## src/rtl/stack_controller.sv

```systemverilog
// Hardware stack sequencer: owns SP and depth, turns push/pop/peek/load
// commands into single-word accesses on the shared data memory port.
// The stack grows downward and SP always names the next free word.
//
// state | meaning
// ------+-------------------------------------------------------------
// IDLE  | ready for a command; overflow/underflow judged here
// WR    | push write in flight, strobe held until mem_ack
// RD    | pop/peek read of sp+1 in flight, strobe held until mem_ack
// RESP  | one-cycle completion pulse carrying rsp_err/rsp_data
module stack_controller #(
   parameter int N = 9,
   parameter int W = 16,
   parameter logic [N-1:0] SP_INIT = {N{1'b1}}
) (
   input  logic         clk,
   input  logic         rst_n,
   input  logic         cmd_valid,
   output logic         cmd_ready,
   input  logic [1:0]   cmd_op,
   input  logic [W-1:0] cmd_data,
   output logic         rsp_valid,
   output logic         rsp_err,
   output logic [W-1:0] rsp_data,
   output logic [N-1:0] mem_addr,
   output logic [W-1:0] mem_wdata,
   output logic         mem_we,
   output logic         mem_re,
   input  logic [W-1:0] mem_rdata,
   input  logic         mem_ack,
   output logic [N-1:0] sp,
   output logic [N:0]   depth,
   output logic         full,
   output logic         empty
);

   typedef enum logic [1:0] {IDLE, WR, RD, RESP} state_t;

   localparam logic [1:0]   OP_PUSH   = 2'b00;
   localparam logic [1:0]   OP_POP    = 2'b01;
   localparam logic [1:0]   OP_PEEK   = 2'b10;
   localparam logic [1:0]   OP_LOAD   = 2'b11;
   localparam logic [N-1:0] ONE_N     = {{(N-1){1'b0}}, 1'b1};
   localparam logic [N:0]   ONE_D     = {{N{1'b0}}, 1'b1};
   localparam logic [N:0]   DEPTH_MAX = {1'b1, {N{1'b0}}};

   state_t         state, state_nxt;
   logic           accept;
   logic           pop_q;
   logic           err_q;
   logic [W-1:0]   wdata_q;
   logic [W-1:0]   rdata_q;
   logic [N-1:0]   sp_plus1;

   assign full     = (depth == DEPTH_MAX);
   assign empty    = (depth == '0);
   assign accept   = cmd_valid && cmd_ready;
   assign sp_plus1 = sp + ONE_N;

   // State register; reset abandons any command in flight.
   always_ff @(posedge clk or negedge rst_n) begin
      if (!rst_n) state <= IDLE;
      else        state <= state_nxt;
   end

   // Next state and memory/response outputs, all decoded from the state
   // register so that reset drops every strobe without waiting for a clock.
   always_comb begin
      state_nxt = state;
      cmd_ready = 1'b0;
      mem_we    = 1'b0;
      mem_re    = 1'b0;
      mem_addr  = '0;
      mem_wdata = '0;
      rsp_valid = 1'b0;
      rsp_err   = 1'b0;
      rsp_data  = '0;
      case (state)
         IDLE: begin
            cmd_ready = 1'b1;
            if (cmd_valid) begin
               case (cmd_op)
                  OP_PUSH: state_nxt = full ? RESP : WR;
                  OP_POP:  state_nxt = empty ? RESP : RD;
                  OP_PEEK: state_nxt = empty ? RESP : RD;
                  OP_LOAD: state_nxt = RESP;
               endcase
            end
         end
         WR: begin
            mem_addr  = sp;
            mem_wdata = wdata_q;
            mem_we    = 1'b1;
            if (mem_ack) state_nxt = RESP;
         end
         RD: begin
            mem_addr = sp_plus1;
            mem_re   = 1'b1;
            if (mem_ack) state_nxt = RESP;
         end
         RESP: begin
            rsp_valid = 1'b1;
            rsp_err   = err_q;
            rsp_data  = rdata_q;
            state_nxt = IDLE;
         end
         default: state_nxt = IDLE;
      endcase
   end

   // Command capture, SP/depth bookkeeping and read-data latch.
   always_ff @(posedge clk or negedge rst_n) begin
      if (!rst_n) begin
         sp      <= SP_INIT;
         depth   <= '0;
         pop_q   <= 1'b0;
         err_q   <= 1'b0;
         wdata_q <= '0;
         rdata_q <= '0;
      end else begin
         if (accept) begin
            pop_q   <= (cmd_op == OP_POP);
            wdata_q <= cmd_data;
            rdata_q <= '0;
            err_q   <= ((cmd_op == OP_PUSH) && full) ||
                       (((cmd_op == OP_POP) || (cmd_op == OP_PEEK)) && empty);
            if (cmd_op == OP_LOAD) begin
               sp    <= cmd_data[N-1:0];
               depth <= '0;
            end
         end
         if ((state == WR) && mem_ack) begin
            sp    <= sp - ONE_N;
            depth <= depth + ONE_D;
         end
         if ((state == RD) && mem_ack) begin
            rdata_q <= mem_rdata;
            if (pop_q) begin
               sp    <= sp_plus1;
               depth <= depth - ONE_D;
            end
         end
      end
   end

endmodule
```

## config.mk

```make
export PLATFORM = sky130hd
export DESIGN_NAME = stack_controller
export DESIGN_NICKNAME = d
export VERILOG_FILES = /design/src/rtl/stack_controller.sv
export SDC_FILE = /design/constraint.sdc
export NUM_CORES = 1
export LEC_CHECK = 0
export BUFFER_PORTS_ARGS = -buffer_cell sky130_fd_sc_hd__buf_2
export CORE_ASPECT_RATIO = 0.7
export CORE_MARGIN = 4
export CORE_UTILIZATION = 40
export CTS_BUF_LIST = sky130_fd_sc_hd__clkbuf_4
export CTS_CLUSTER_DIAMETER = 120
export CTS_CLUSTER_SIZE = 14
export DETAILED_ROUTE_END_ITERATION = 8
export HOLD_SLACK_MARGIN = 0.05
export PLACE_DENSITY = 0.65
export SETUP_SLACK_MARGIN = 0.1
export SYNTH_ARGS = -nofsm -noshare
export SYNTH_HDL_FRONTEND = slang
export SYNTH_SLANG_ARGS = --single-unit
export TNS_END_PERCENT = 100
```

## constraint.sdc

```tcl
create_clock -name clk -period 2.15 [get_ports clk]
set_input_delay 0.43 -clock clk [delete_from_list [all_inputs] [get_ports clk]]
set_output_delay 0.43 -clock clk [all_outputs]
set_load 0.005 [all_outputs]
```

==> results.toml <==
[logic_synthesis]
netlist.area_leader.share = 0.333
synth_edf_count = 0
synth.largest_area_cell = "dfrtp_1"
async_reset_ff_frac = 1.00
synth-main-ff-cell = "dfrtp_1"
yosys_warnings = 0
syn_inst = 362
syn_area_mm2 = 0.00346
ys_types = 61
synth_seq_area_share = 0.401
ys_ff_latch = 55
syn_nets = 412
syn_area_per_cell_um2 = 9.56
synthTopCellsByArea = "dfrtp_1 (33%), mux2_2 (7.2%), dfstp_2 (6.8%), and2_1 (6.7%), a22o_1 (4.6%)"

[timing]
whs_ns = 0.250
maxSlewViolCount = 0
setup_viol = 8
fin_worst_skew_ns = 0.0226
worstMarginPinSlew_ns = 0.702
slew_headroom = 0.529
postLayoutSetupSlackWorst_ns = -0.212
max_freq_mhz = 423
period_needed_ns = 2.36
rsz0062_at_grt = "yes"
hold_violations = 0
finalCritPeriodShare = 1.10

[grt]
grtUsageTotal = 0.206
grt_pass1_vias = 3391
grt_overflow = 0
grt_pass1_wl_um = 17100
grt_max_degree = 56
antenna_found_initial = 0

[finish]
utilization = 0.589
design_area_mm2 = 0.00497
num_antenna_cells = 0
nets = 550
drive_above_1_share = 0.509
n_fill_cell = 745
layout_common_cells = "buf_2 (86), dfrtp_1 (46), buf_4 (36), buf_6 (26), mux2_2 (21)"
final_common_cell = "buf_2"
area_growth_pct = 43.7

[placed_design]
port_buffers = 104
place.gp.congestion = 0.891
dpl_cell_area_mm2 = 0.00417
hpwl_um = 7320

[route]
via_count = 3466
top_layer_used = "met4"
wl_met3_um = 897
vias_per_cell = 5.58
drtIter0Drc = 282
postRouteAntennaNets = 0
wl_per_cell_um = 17.9
wl_met2_um = 5020
wl_met1_um = 5080
drtPass1Iterations = 5
drc_errors = 0
routed_wirelength_um = 11100

[critical_path]
cp.required_ns = 1.72
critPathArrivalTime_ns = 1.93
critPathMaxFanout = 3
end_kind = "primary output"
critPathKind = "register to primary output"
setup.worst_path.start_class = "register"

[cts]
cts_max_level = 2
clockRootBuffer = "clkbuf_4"
clk_path_buf_depth = 2
clock_latency_ns = 0.39
cts_tree = "yes"
cts.sinks = 55
cts_buffers = 5
clk_pin_slew_ns = 0.18

[outcome]
outcome = "complete, but fails checks"
violations = "setup timing"

[hold_path]
hp-class = "primary input to register"

[power_and_ir_drop]
pwr_density_cell_mw_per_mm2 = 1470
switching_share = 0.412
p_int_uw = 4290
p_comb_frac = 0.634
cellLeakagePower_uw = 0.00233
switchingPower_uw = 3000
seqPwrFrac = 0.282
p_clk_frac = 0.083
irDropWorstVdd_uv = 638

[die]
fp-row-count = 28
fp.dieH_um = 85.8
dieArea_mm2 = 0.0102
core_mm2 = 0.00844
start_util = 0.410
num_io_pins = 105
die_w_um = 119

[run]
maxCapViolCount = 0
-- stage by stage --
| stage | std cells | worst slack, ns | power [uW] | setup TNS, ns |
|---|---|---|---|---|
| 6_report | 621 | -0.212 | 7300 | -0.882 |
| 3_5_place_dp | 580 | 0.0878 | 5270 | 0 |
| 4_1_cts | 608 | -0.196 | 6480 | -0.881 |
| 5_1_grt | 621 | -0.281 | 7790 | -1.66 |
| 3_3_place_gp | 580 | 0.121 | 5170 | 0 |
| 2_1_floorplan | 362 | 0.219 | 3970 | 0 |
-- power groups by stage --
stage	Combinational [uW]	Sequential, uW	Clock [uW]
finish	4630	2060	609
global route	5000	2130	656
CTS	3850	2010	617
detailed placement	3220	2050	0
global placement	3150	2020	0
floorplan	2060	1910	0
-- cell families (layout without fill, tap and decap cells) --
family,Yosys count,in the layout,share of synthesized area
muxes,23,23,0.0745
and+or+nand+nor,134,134,0.226
buffers and inverters,41,179,0.0568
AOI/OAI and AO/OA,95,96,0.193
DFF,55,55,0.401
adders and majority gates,12,12,0.0434
xor gates and xnor gates,2,2,0.00506
-- synthesized netlist by cell type (all sizes together) (2+ instances only) --
master  instances
inv            14
nor3            8
a211oi          3
o211ai          6
a31oi           5
a21oi          24
a21o            4
ha             12
nand3          21
xor2            2
a21boi          4
and3            9
o21ai          13
nor4b           2
nand3b          4
dfstp           9
buf            15
a22o           18
a221o           4
a22oi           3
clkbuf         12
nand2b          2
and4            2
and2           38
nor2           17
nand4           8
nand2          15
nor4            3
dfrtp          46
mux2           22
o22ai           3
-- repair_timing --
action                                  4_1_cts  5_1_grt
endpoints found under the setup margin       34       69
hold buffers                                  1        0
pin swaps                                     5       11
resized for setup                            33       68
hold endpoints to repair                     46        0
buffers inserted                             18       11
cloned                                        1        3
-- registers in the layout (all words and copies together), names as in the netlist --
signal   cells
err_q        1
sp           9
rdata_q     16
wdata_q     16
state        2
depth       10
pop_q        1
-- routing by layer --
layer,global-route usage,vias up
li1,-,1605
met1,0.291,1707
met2,0.318,142
met3,0.0534,12
met4,0.0452,0
met5,0,-
-- critical path, stage by stage (launching register included) --
cell and delay [ns]:
dfstp_2 0.61, and3_4 0.22, nand3_2 0.08, or3b_1 0.35, a31oi_1 0.16, buf_2 0.13
-- cell type report --
cell class,instances,area (um^2),share of cell area
multi-input cells,267,2130,0.428
flip-flops and latches,55,1390,0.279
repair buffers,157,1170,0.235
well taps,120,150,0.0302
inverters,14,57.6,0.0116
clock inverters,3,42.5,0.00856
clock buffers,5,37.5,0.00755
-- path summary, 6_finish.rpt --
check | from | end | slack [ns] | depth (start not counted)
setup / recovery | sp[0]$_DFF_PN1_ | mem_addr[5] | -0.21 | 5
hold / removal | mem_rdata[14] | rdata_q[14]$_DFFE_PN0P_ | 0.25 | 2
setup reg to reg | state[1]$_DFFE_PN0P_ | sp[4]$_DFF_PN1_ | 0.09 | 10
hold reg to reg | rdata_q[1]$_DFFE_PN0P_ | rdata_q[1]$_DFFE_PN0P_ | 0.51 | 1
max in group asynchronous | rst_n | sp[2]$_DFF_PN1_ | 1.30 | 3
min in group asynchronous | rst_n | depth[6]$_DFF_PN0_ | 0.54 | 3
Note: power is estimated with default switching activity, not from simulation.
